`src/rtl/ex_wb_stage_pkg.sv`:
```
// Shared widths, state encoding and write-enable constants for the EX->WB stage.
package ex_wb_stage_pkg;

  localparam int ADDR_WIDTH = 5;
  localparam int DATA_WIDTH = 32;

  typedef enum logic [1:0] {
    ST_EMPTY = 2'd0,
    ST_ONE   = 2'd1,
    ST_FULL  = 2'd2
  } state_t;

  localparam logic [ADDR_WIDTH-1:0] ZERO = '0;
  localparam logic WRITE_ENABLE  = 1'b1;
  localparam logic WRITE_DISABLE = 1'b0;

endpackage

```
`src/rtl/ex_wb_stage_entry_reg.sv`:
```
// One buffered result slot (valid + waddr/wdata/we) with load and clear.
module wb_entry_reg #(
  parameter int DATA_WIDTH = 32,
  parameter int ADDR_WIDTH = 5
) (
  input  logic                  clk_i,
  input  logic                  rst_n_i,
  input  logic                  load_i,
  input  logic                  clear_i,
  input  logic [ADDR_WIDTH-1:0] waddr_i,
  input  logic [DATA_WIDTH-1:0] wdata_i,
  input  logic                  we_i,
  output logic                  valid_o,
  output logic [ADDR_WIDTH-1:0] waddr_o,
  output logic [DATA_WIDTH-1:0] wdata_o,
  output logic                  we_o
);
  import ex_wb_stage_pkg::*;

  logic                  r_valid;
  logic [ADDR_WIDTH-1:0] r_waddr;
  logic [DATA_WIDTH-1:0] r_wdata;
  logic                  r_we;

  // Payload is zeroed whenever the slot empties so stale data never leaks out.
  always_ff @(posedge clk_i) begin
    if (!rst_n_i || clear_i) begin
      r_valid <= 1'b0;
      r_waddr <= '0;
      r_wdata <= '0;
      r_we    <= WRITE_DISABLE;
    end else if (load_i) begin
      r_valid <= 1'b1;
      r_waddr <= waddr_i;
      r_wdata <= wdata_i;
      r_we    <= we_i;
    end
  end

  assign valid_o = r_valid;
  assign waddr_o = r_waddr;
  assign wdata_o = r_wdata;
  assign we_o    = r_we;

endmodule

```
`src/rtl/ex_wb_stage.sv`:
```
// EX->WB pipeline register with a 2-entry skid buffer, bypass tap and retired-write counter.
//   state    | meaning
//   ST_EMPTY | no result buffered
//   ST_ONE   | head (main) valid, skid empty
//   ST_FULL  | head and skid valid, upstream stalled
module ex_wb_stage #(
  parameter int DATA_WIDTH = ex_wb_stage_pkg::DATA_WIDTH,
  parameter int ADDR_WIDTH = ex_wb_stage_pkg::ADDR_WIDTH,
  parameter int CNT_WIDTH  = 32
) (
  input  logic                  clk_i,
  input  logic                  rst_n_i,
  input  logic                  flush_i,
  input  logic                  ex_valid_i,
  output logic                  ex_ready_o,
  input  logic [ADDR_WIDTH-1:0] ex_reg_waddr_i,
  input  logic [DATA_WIDTH-1:0] ex_reg_wdata_i,
  input  logic                  ex_reg_we_i,
  output logic                  wb_valid_o,
  input  logic                  wb_ready_i,
  output logic [ADDR_WIDTH-1:0] wb_reg_waddr_o,
  output logic [DATA_WIDTH-1:0] wb_reg_wdata_o,
  output logic                  wb_reg_we_o,
  output logic                  fwd_valid_o,
  output logic [ADDR_WIDTH-1:0] fwd_waddr_o,
  output logic [DATA_WIDTH-1:0] fwd_wdata_o,
  output logic [CNT_WIDTH-1:0]  retired_cnt_o
);
  import ex_wb_stage_pkg::*;

  state_t                r_state;
  state_t                w_state_next;
  logic [CNT_WIDTH-1:0]  r_retired_cnt;

  logic                  w_main_valid, w_main_we, w_skid_valid, w_skid_we;
  logic [ADDR_WIDTH-1:0] w_main_waddr, w_skid_waddr, w_main_waddr_in;
  logic [DATA_WIDTH-1:0] w_main_wdata, w_skid_wdata, w_main_wdata_in;
  logic                  w_main_we_in;
  logic                  w_main_load, w_main_clr, w_main_from_skid;
  logic                  w_skid_load, w_skid_clr;
  logic                  w_accept, w_retire, w_main_qual, w_skid_qual;

  assign ex_ready_o = !w_skid_valid;
  assign w_accept   = ex_valid_i & ex_ready_o;
  assign w_retire   = wb_valid_o & wb_ready_i;

  always_ff @(posedge clk_i) begin
    if (!rst_n_i) r_state <= ST_EMPTY;
    else          r_state <= w_state_next;
  end

  always_comb begin
    w_state_next     = r_state;
    w_main_load      = 1'b0;
    w_main_clr       = 1'b0;
    w_main_from_skid = 1'b0;
    w_skid_load      = 1'b0;
    w_skid_clr       = 1'b0;
    if (flush_i) begin
      w_main_clr   = 1'b1;
      w_skid_clr   = 1'b1;
      w_state_next = ST_EMPTY;
    end else begin
      case (r_state)
        ST_EMPTY: if (w_accept) begin
          w_main_load  = 1'b1;
          w_state_next = ST_ONE;
        end
        ST_ONE: begin
          if (w_accept && w_retire) begin
            w_main_load = 1'b1;
          end else if (w_accept) begin
            w_skid_load  = 1'b1;
            w_state_next = ST_FULL;
          end else if (w_retire) begin
            w_main_clr   = 1'b1;
            w_state_next = ST_EMPTY;
          end
        end
        ST_FULL: if (w_retire) begin
          w_main_load      = 1'b1;
          w_main_from_skid = 1'b1;
          w_skid_clr       = 1'b1;
          w_state_next     = ST_ONE;
        end
        default: w_state_next = ST_EMPTY;
      endcase
    end
  end

  assign w_main_waddr_in = w_main_from_skid ? w_skid_waddr : ex_reg_waddr_i;
  assign w_main_wdata_in = w_main_from_skid ? w_skid_wdata : ex_reg_wdata_i;
  assign w_main_we_in    = w_main_from_skid ? w_skid_we    : ex_reg_we_i;

  wb_entry_reg #(.DATA_WIDTH(DATA_WIDTH), .ADDR_WIDTH(ADDR_WIDTH)) u_main (
    .clk_i(clk_i), .rst_n_i(rst_n_i), .load_i(w_main_load), .clear_i(w_main_clr),
    .waddr_i(w_main_waddr_in), .wdata_i(w_main_wdata_in), .we_i(w_main_we_in),
    .valid_o(w_main_valid), .waddr_o(w_main_waddr), .wdata_o(w_main_wdata), .we_o(w_main_we)
  );

  wb_entry_reg #(.DATA_WIDTH(DATA_WIDTH), .ADDR_WIDTH(ADDR_WIDTH)) u_skid (
    .clk_i(clk_i), .rst_n_i(rst_n_i), .load_i(w_skid_load), .clear_i(w_skid_clr),
    .waddr_i(ex_reg_waddr_i), .wdata_i(ex_reg_wdata_i), .we_i(ex_reg_we_i),
    .valid_o(w_skid_valid), .waddr_o(w_skid_waddr), .wdata_o(w_skid_wdata), .we_o(w_skid_we)
  );

  // x0 and non-writing results still flow through but never write or bypass.
  assign w_main_qual = w_main_valid & w_main_we & (w_main_waddr != ADDR_WIDTH'(ZERO));
  assign w_skid_qual = w_skid_valid & w_skid_we & (w_skid_waddr != ADDR_WIDTH'(ZERO));

  assign wb_valid_o     = w_main_valid;
  assign wb_reg_we_o    = w_main_qual ? WRITE_ENABLE : WRITE_DISABLE;
  assign wb_reg_waddr_o = w_main_valid ? w_main_waddr : '0;
  assign wb_reg_wdata_o = w_main_valid ? w_main_wdata : '0;

  always_comb begin
    fwd_valid_o = 1'b0;
    fwd_waddr_o = '0;
    fwd_wdata_o = '0;
    if (w_skid_qual) begin
      fwd_valid_o = 1'b1;
      fwd_waddr_o = w_skid_waddr;
      fwd_wdata_o = w_skid_wdata;
    end else if (w_main_qual) begin
      fwd_valid_o = 1'b1;
      fwd_waddr_o = w_main_waddr;
      fwd_wdata_o = w_main_wdata;
    end
  end

  // A retire coinciding with flush still counts: the write port already took it.
  always_ff @(posedge clk_i) begin
    if (!rst_n_i)                    r_retired_cnt <= '0;
    else if (w_retire && wb_reg_we_o) r_retired_cnt <= r_retired_cnt + 1'b1;
  end

  assign retired_cnt_o = r_retired_cnt;

endmodule

```
`config.mk`:
```
export PLATFORM = sky130hd
export DESIGN_NAME = ex_wb_stage
export DESIGN_NICKNAME = d
export VERILOG_FILES = /design/src/rtl/ex_wb_stage_pkg.sv /design/src/rtl/ex_wb_stage_entry_reg.sv /design/src/rtl/ex_wb_stage.sv
export SDC_FILE = /design/constraint.sdc
export NUM_CORES = 1
export LEC_CHECK = 0
export ABC_AREA = 0
export ABC_CLOCK_PERIOD_IN_PS = 6100
export BUFFER_PORTS_ARGS = -buffer_cell sky130_fd_sc_hd__buf_4
export CORE_MARGIN = 8
export CORE_UTILIZATION = 34
export CTS_CLUSTER_DIAMETER = 120
export DETAILED_ROUTE_END_ITERATION = 7
export HOLD_SLACK_MARGIN = 0.15
export PLACE_DENSITY = 0.64
export SYNTH_ARGS = -nofsm -noshare
export SYNTH_HDL_FRONTEND = slang
export SYNTH_SLANG_ARGS = --single-unit
export TNS_END_PERCENT = 1
```
`constraint.sdc`:
```
create_clock -name clk_i -period 6.1 [get_ports clk_i]
set_clock_uncertainty 0.2 [all_clocks]
set_input_delay 1.22 -clock clk_i [delete_from_list [all_inputs] [get_ports clk_i]]
set_output_delay 1.22 -clock clk_i [all_outputs]
set_load 0.01 [all_outputs]
```
Word-level counts from Yosys, hierarchy flattened. Cells that the tools add are included.

Logic and storage cells: 67. Register bits: 112. Output and inout bits: 110. Bits of input ports: 43.

Muxes and demuxes: 32. Reduce and logical (&&, ||, !) cells: 11. Bitwise gates (word level): 7. Eq/ne operators: 6. $add $sub $neg: 1.

Operator list (count): 2-to-1 mux 32 bit (4); adder 32 x 1 -> 32 bit (second input constant) (1); 2-to-1 mux 5 bit (4); 2-to-1 mux 1 bit (17); 2-to-1 mux 2 bit (5); nonzero test 5 bit (2); AND 1 bit (6); != test 2 bit (second input constant) (3); case mux 2 bit (3 select lines) (1); AND reduction 4 bit (1); != test 3 bit (second input constant) (1); case mux 1 bit (3 select lines) (1); equality test 2 x 1 -> 1 bit (second input constant) (1); equality test 2 bit (second input constant) (1); logical AND 1 bit (2); zero test 1 bit (2); zero test 2 bit (1); logical OR 1 bit (2); OR reduction 2 bit (1); NOT 1 bit (1).

Logic depth before layout (Yosys ltp). Gate-level depths: netlist of run 1.

Word-level depth: 7. Depth in mapped cells: 7. Mapped depth without buffers: 5.

By module. From an unflattened synthesis of run 1, not the netlist that was laid out.

Cell total of the unflattened synthesis: 591. Area, all modules: 5577.8 um^2.

Modules (own cells, without submodules): wb_entry_reg (cells each 127, sequential area each 780.7 um^2, area each 1401.3 um^2, times used 2); ex_wb_stage (cells each 337, sequential area each 680.7 um^2, area each 2775.2 um^2, times used 1).

Worst setup path before layout of run 1. No wires, ideal clock.

Path kind: register to output. Start point: register u_skid.r_waddr[4] (netlist: u_skid.waddr_o[4]). End point: output fwd_waddr_o[2]. Data required time: 4680 ps. Arrival time: 1673 ps. Stages on the path, launching flop included: 6. Slack: 3007 ps. Path through: dfxtp_1 > or3_1 > o311a_1 > buf_2 > clkbuf_1 > o21ai_0.

Longest elaborated chain between the ends: 3.

RTL lines: start: declaration (line ex_wb_stage_entry_reg.sv:21) `logic [ADDR_WIDTH-1:0] r_waddr;`; start signal: assignment (line ex_wb_stage_entry_reg.sv:34) `r_waddr <= waddr_i;`; nonzero test 5 bit (line ex_wb_stage.sv:109) `assign w_skid_qual = w_skid_valid & w_skid_we & (w_skid_waddr != ADDR_WIDTH'(ZERO));`; AND 1 bit (line ex_wb_stage.sv:109); 2-to-1 mux 5 bit (line ex_wb_stage.sv:120) `if (w_skid_qual) begin`; end: declaration (line ex_wb_stage.sv:25) `output logic [ADDR_WIDTH-1:0] fwd_waddr_o,`.

Every way passes these cells.

Worst setup path in the final report of run 1.
Start point: register u_skid.r_waddr[4] (netlist: u_skid.waddr_o[4]). End point: output fwd_wdata_o[11].

Longest elaborated chain between the ends: 3.

RTL lines: nonzero test 5 bit (line ex_wb_stage.sv:109); AND 1 bit (line ex_wb_stage.sv:109); 2-to-1 mux 32 bit (line ex_wb_stage.sv:120); end: declaration (line ex_wb_stage.sv:26) `output logic [DATA_WIDTH-1:0] fwd_wdata_o,`.

Every way passes these cells.

==> flow_summary.json, run 1 <==
{
  "grt_util_met2": 0.269,
  "syn-num-nets": 759,
  "arrival_ns": 3.01,
  "rows": 48,
  "critPathCaptureType": "primary output",
  "ys_async_sr_fraction": 0,
  "placed_cell_area_sq_mm": 0.00701,
  "yosys.area_share.simple": 0.287,
  "p_leak_nw": 2.60,
  "setup_viol": 0,
  "io_pins": 153,
  "fill_cells": 1784,
  "fp.coreArea_sq_mm": 0.0171,
  "clock_latency_ns": 0.35,
  "final_cell_area_sq_mm": 0.00730,
  "root_buffer": "clkbuf_16",
  "rsz0062_at_grt": "false",
  "area_growth_pct": 25.2,
  "slowest_stage": "nor2_4",
  "hold_class": "register to register",
  "tightestPinTransition_ns": 1.01,
  "period_minus_slack_ns": 4.43,
  "dieArea_sq_mm": 0.0216,
  "synth_warnings": 0,
  "synth-edff-count": 0,
  "switching_share": 0.254,
  "hold_viol_final": 0,
  "fmax_mhz": 226,
  "postRouteAntennaNets": 0,
  "antenna_found_initial": 1,
  "vias": 5635,
  "place_congestion": 0.770,
  "drc": 0,
  "holdBufCountCts": 0,
  "status": "finished clean",
  "nets": 859,
  "post_cts_resized": 0,
  "crit_type": "register to primary output",
  "syn_area_sq_mm": 0.00583,
  "yosys.area.top_type": "dfxtp_1",
  "clk_pin_slew_ns": 0.08,
  "dr.pass1.iters": 4,
  "initial_core_util": 0.342,
  "critical_path_required_ns": 4.68,
  "drive_gt1_frac": 0.228,
  "drt_iter0_drc": 234,
  "yosysMostFrequentCell": "dfxtp_1",
  "grtUsageTotal": 0.165,
  "synth-compound-area-share": 0.231,
  "synthDominantCellAreaShare": 0.385,
  "path_cells": "or3_1, o311a_2, nor2_4, a22o_1, buf_4",
  "slew_violations": 0,
  "grt_pass1_vias": 5447,
  "powerDensity_mw_per_mm2": 198,
  "cts.path.max_buffers": 2,
  "wl_per_cell_um": 17.5,
  "timing.slew.headroom": 0.326,
  "synthCells": 715,
  "fin_crit_sh": 0.726,
  "synth_xor_area_frac": 0.00751,
  "intPower_mw": 1.08,
  "wl_mm": 18.3,
  "ys_types": 47,
  "overflow": 0,
  "fin_total_pwr_mw": 1.45,
  "io_buffer_count": 152,
  "avgSynthCellArea_sq_um": 8.15,
  "yosysSeqAreaShare": 0.385,
  "fin_setup_tns_ns": 0,
  "met1_usage": 0.205,
  "busiest_layer": "met2",
  "p_clk_frac": 0.399,
  "htree_levels": 3,
  "p_seq_frac": 0.519,
  "pwr-share-comb": 0.082,
  "clkSinkCount": 112,
  "synth_top_family_by_area": "simple AND/OR/NAND/NOR gates",
  "ys.flop_type": "dfxtp_1",
  "max_stage_delay_ns": 0.84,
  "power.switching_uw": 367,
  "ys_top_cells_by_count": "112 x dfxtp_1, 105 x nand2_1, 91 x a21oi_1",
  "synth_mux_area_frac": 0.0258,
  "critPathLaunchType": "register",
  "grt_pass1_wl_mm": 29.5,
  "cts_buffers": 9,
  "ir_worst_vdd_mv": 0.152,
  "drv_cap": 0,
  "hpwl_mm": 12.3,
  "cts_setup_buffers": 0,
  "synthAdderAreaFrac": 0.00215,
  "yosys-top-cells-area": "dfxtp_1 38%, a21oi_1 7.8%, nand2_1 6.8%, a2111oi_0 5.7%, a22o_1 5.1%",
  "cts_tree": "built",
  "n_antenna_cell": 0,
  "via_per_inst": 5.39,
  "ys_ff_latch": 112,
  "gr-usage-met3": 0.0588,
  "crit_path_max_fanout": 39,
  "die_h_um": 147,
  "grt_max_degree": 80,
  "die_w_um": 147
}
critical path, delay by kind of cell, from the launching register on:
kind	cells	cell delay (ns)
AO/OA/AOI/OAI	2	0.91
buffers and inverters	1	0.13
AND/OR/NAND/NOR	2	1.22
flip-flops	1	0.33
stage by stage:
step | worst slack [ns] | util | cells | hold slack (ns)
after global placement | 2.17 | 0.411 | 1029 | 0.266
after floorplan | 3.01 | - | 715 | 0.245
final | 1.67 | 0.428 | 1045 | 0.277
after global routing | 1.55 | 0.428 | 1045 | 0.296
after CTS | 1.72 | 0.428 | 1045 | 0.278
after detailed placement | 2.12 | 0.411 | 1029 | 0.267
worst paths after layout:
path / start / slack (ns) / endpoint / depth (start not counted)
worst max-delay path: u_skid.waddr_o[4] / 1.67 / fwd_wdata_o[11] / 5
worst min-delay path: u_skid.wdata_o[22] / 0.28 / u_skid.wdata_o[22] / 2
worst max register to register: u_main.valid_o / 2.79 / u_main.wdata_o[28] / 6
worst min register to register: u_skid.wdata_o[22] / 0.28 / u_skid.wdata_o[22] / 2
logic make-up after synthesis:
group,Yosys count
AOI/OAI and AO/OA,194
DFF,112
buffers and inverters,79
xor gates and xnor gates,5
and+or+nand+nor,309
adders and majority gates,1
muxes,15
per-layer routing:
layer | share of wire | vias up
met2 | 0.47 | 131
met4 | 0.0098 | 2
li1 | - | 2824
met3 | 0.064 | 13
met5 | 0.00071 | -
met1 | 0.46 | 2665
sequential cells by signal (all words and copies together) (netlist names):
| register | cells |
|---|---|
| r_state | 2 |
| retired_cnt_o | 32 |
| u_main.valid_o | 1 |
| u_main.waddr_o | 5 |
| u_main.wdata_o | 32 |
| u_main.we_o | 1 |
| u_skid.valid_o | 1 |
| u_skid.waddr_o | 5 |
| u_skid.wdata_o | 32 |
| u_skid.we_o | 1 |
power groups by stage:
stage | Clock [mW] | Sequential (mW) | Combinational (mW)
floorplan | 0 | 0.764 | 0.0716
global placement | 0 | 0.768 | 0.117
detailed placement | 0 | 0.768 | 0.119
CTS | 0.600 | 0.751 | 0.119
global route | 0.632 | 0.752 | 0.131
finish | 0.576 | 0.751 | 0.118
layout make-up:
class                      instances  area, sq um  share of cell area
multi-input combinational        524         3250               0.445
inverter                           7         26.3             0.00360
clock buffer                      10          239              0.0327
timing repair buffer             161         1210               0.166
tap                              225          282              0.0386
sequential                       112         2240               0.307
clock inverter                     6         51.3             0.00703
layout by cell type (no fill, tap or decap), drive strengths merged, types with 2 or more instances in the layout:
master / instances
buf: 161
dfxtp: 112
nand2: 105
a21oi: 91
and2: 40
nor3b: 38
a2111oi: 38
nor3: 38
a22o: 34
nand2b: 16
mux2i: 15
nand3: 14
nor4: 13
clkbuf: 10
or4: 9
o31ai: 9
o21ai: 8
nor2: 8
inv: 8
nand4: 7
or3: 6
and3: 6
xor2: 5
and4: 4
clkinv: 4
o2111ai: 3
o211ai: 3
nor2b: 2
(Power assumes the default switching activity.)
==> run 2: changes to the inputs <==
--- a/config.mk
+++ b/config.mk
@@ -6,14 +6,14 @@
 export NUM_CORES = 1
 export LEC_CHECK = 0
 export ABC_AREA = 0
-export ABC_CLOCK_PERIOD_IN_PS = 6100
+export ABC_CLOCK_PERIOD_IN_PS = 3800
 export BUFFER_PORTS_ARGS = -buffer_cell sky130_fd_sc_hd__buf_4
 export CORE_MARGIN = 8
 export CORE_UTILIZATION = 34
 export CTS_CLUSTER_DIAMETER = 120
 export DETAILED_ROUTE_END_ITERATION = 7
 export HOLD_SLACK_MARGIN = 0.15
-export PLACE_DENSITY = 0.64
+export PLACE_DENSITY = 0.66
 export SYNTH_ARGS = -nofsm -noshare
 export SYNTH_HDL_FRONTEND = slang
 export SYNTH_SLANG_ARGS = --single-unit
==> constraint.sdc (replaced) <==
create_clock -name clk_i -period 3.8 [get_ports clk_i]
set_clock_uncertainty 0.2 [all_clocks]
set_input_delay 0.76 -clock clk_i [delete_from_list [all_inputs] [get_ports clk_i]]
set_output_delay 0.76 -clock clk_i [all_outputs]
set_load 0.01 [all_outputs]
==> run 2 against run 1 <==
  * Worst hold slack lost 0.0026 ns
  * Non-clock buffer count grew 9
  * Die area is the same
  * Largest cell class unchanged
  * Routed wire length grew 1.5%
  * Via count grew 2.0%
  * Critical path depth grew 1
  * Critical path type unchanged
  * Final cell count grew 0.86%
  * Sequential share of layout area shrank 0.42 points
  * Combinational power grew 65%
  * Highest routed layer is now met4
  * Count of clock-buffer cells in the layout shrank 1
  * Global-route usage grew 0.22 points
  * Cell area grew 1.4%
==> flow_summary.json, run 2 (same netlist as run 1, synthesis figures left out) <==
{
  "holdWs_ns": 0.275,
  "io_buffer_count": 152,
  "crit_type": "register to primary output",
  "htree_levels": 3,
  "fin_crit_sh": 0.865,
  "drv_cap": 0,
  "reg2reg_to": "u_main.wdata_o[16]",
  "drive_gt1_frac": 0.235,
  "r2r-start": "u_skid.valid_o",
  "layout_common_cells": "169 x buf_4, 112 x dfxtp_1, 105 x nand2_1, 91 x a21oi_1, 40 x and2_1",
  "n_antenna_cell": 0,
  "ir_worst_vdd_mv": 0.220,
  "cts_buffers": 9,
  "drt_iter0_drc": 330,
  "wl_mm": 18.6,
  "fp.coreArea_sq_mm": 0.0171,
  "fin_setup_tns_ns": 0,
  "rows": 48,
  "hp-start": "u_skid.wdata_o[22]",
  "critical_path_required_ns": 2.84,
  "hold_end": "u_skid.wdata_o[22]",
  "timing.slew.headroom": 0.344,
  "clock_latency_ns": 0.35,
  "vias": 5748,
  "intPower_mw": 1.79,
  "hold_class": "register to register",
  "wl_per_cell_um": 17.6,
  "dr.pass1.iters": 5,
  "rrSetupSlack_ns": 1.31,
  "status": "finished clean",
  "power.switching_uw": 622,
  "rsz0062_at_grt": "false",
  "placed_cell_area_sq_mm": 0.00709,
  "grt_max_degree": 80,
  "critPathLaunchType": "register",
  "clkSinkCount": 112,
  "p_clk_frac": 0.420,
  "slew_violations": 0,
  "place_congestion": 0.771,
  "final_common_cell": "buf_4",
  "p_seq_frac": 0.499,
  "die_w_um": 147,
  "arrival_ns": 2.33,
  "grtUsageTotal": 0.167,
  "clk_pin_slew_ns": 0.08,
  "die_h_um": 147,
  "nets": 868,
  "drc": 0,
  "overflow": 0,
  "hold_path_depth": 2,
  "critPathCaptureType": "primary output",
  "fmax_mhz": 304,
  "tightestPinTransition_ns": 0.985,
  "final_cell_area_sq_mm": 0.00740,
  "initial_core_util": 0.342,
  "p_leak_nw": 2.66,
  "via_per_inst": 5.45,
  "cts.path.max_buffers": 2,
  "io_pins": 153,
  "holdBufCountCts": 0,
  "grt_pass1_vias": 5537,
  "crit_path_max_fanout": 25,
  "final_core_util": 0.434,
  "switching_share": 0.258,
  "postRouteAntennaNets": 0,
  "pwr-share-comb": 0.081,
  "dieArea_sq_mm": 0.0216,
  "period_minus_slack_ns": 3.29,
  "hold_viol_final": 0,
  "antenna_found_initial": 0,
  "fin_total_pwr_mw": 2.41,
  "cts_setup_buffers": 0,
  "root_buffer": "clkbuf_16",
  "powerDensity_mw_per_mm2": 326,
  "area_growth_pct": 27.0,
  "cts_tree": "built",
  "post_cts_resized": 0,
  "hpwl_mm": 12.6,
  "reg2reg_depth": 5,
  "setup_viol": 0,
  "grt_pass1_wl_mm": 29.8
}
-- run 2: cell types whose count changed in the layout (fill, tap and decap cells not counted), sizes merged --
cell | before | now
clkbuf | 10 | 9
bufinv | 0 | 1
clkinv | 4 | 2
inv | 8 | 10
buf | 161 | 170
-- run 2: per-layer routing --
metal,wire [um],track usage,vias to the layer above
met5,0,0,-
met4,265,0.0520,0
met3,1410,0.0486,20
met2,8490,0.268,195
met1,8410,0.212,2689
li1,-,-,2844
-- run 2: final cells by class --
type,instances,area [sq um]
clock buffer,9,225
multi-input combinational,524,3250
tap,225,282
sequential,112,2240
clock inverter,7,86.3
timing repair buffer,170,1290
inverter,7,26.3
fill,1736,9660
-- run 2: worst max path at each step --
stage                       from                  to  slack (ns)  cells after the start
2_1_floorplan  u_skid.waddr_o[4]      fwd_waddr_o[2]        1.17                      5
3_3_place_gp   u_skid.waddr_o[4]      fwd_waddr_o[0]        0.91                      6
4_1_cts        u_skid.waddr_o[4]     fwd_wdata_o[14]        0.51                      6
5_1_grt           u_main.valid_o      fwd_waddr_o[1]        0.39                      6
6_report       u_main.waddr_o[0]      fwd_waddr_o[3]        0.51                      6
3_5_place_dp          wb_ready_i  u_main.wdata_o[17]        0.89                      6
-- run 2: power groups by stage --
stage          Clock [mW]  Combinational [mW]  Sequential, mW
2_1_floorplan           0               0.115            1.23
3_3_place_gp            0               0.195            1.23
5_1_grt              1.08               0.214            1.21
4_1_cts              1.04               0.196            1.21
6_report             1.01               0.195            1.21
3_5_place_dp            0               0.195            1.23
-- run 2: through the flow --
stage | std cells | setup WS (ns)
floorplan | 715 | 1.17
global placement | 1038 | 0.907
detailed placement | 1038 | 0.888
CTS | 1054 | 0.506
global route | 1054 | 0.395
finish | 1054 | 0.513
-- run 2: worst max-delay path, stage by stage (launching register included) --
cell and delay (ns):
dfxtp_1 0.34, or4_1 0.72, o21ai_4 0.24, nor2_4 0.11
buf_12 0.18, a32o_1 0.23, buf_4 0.14
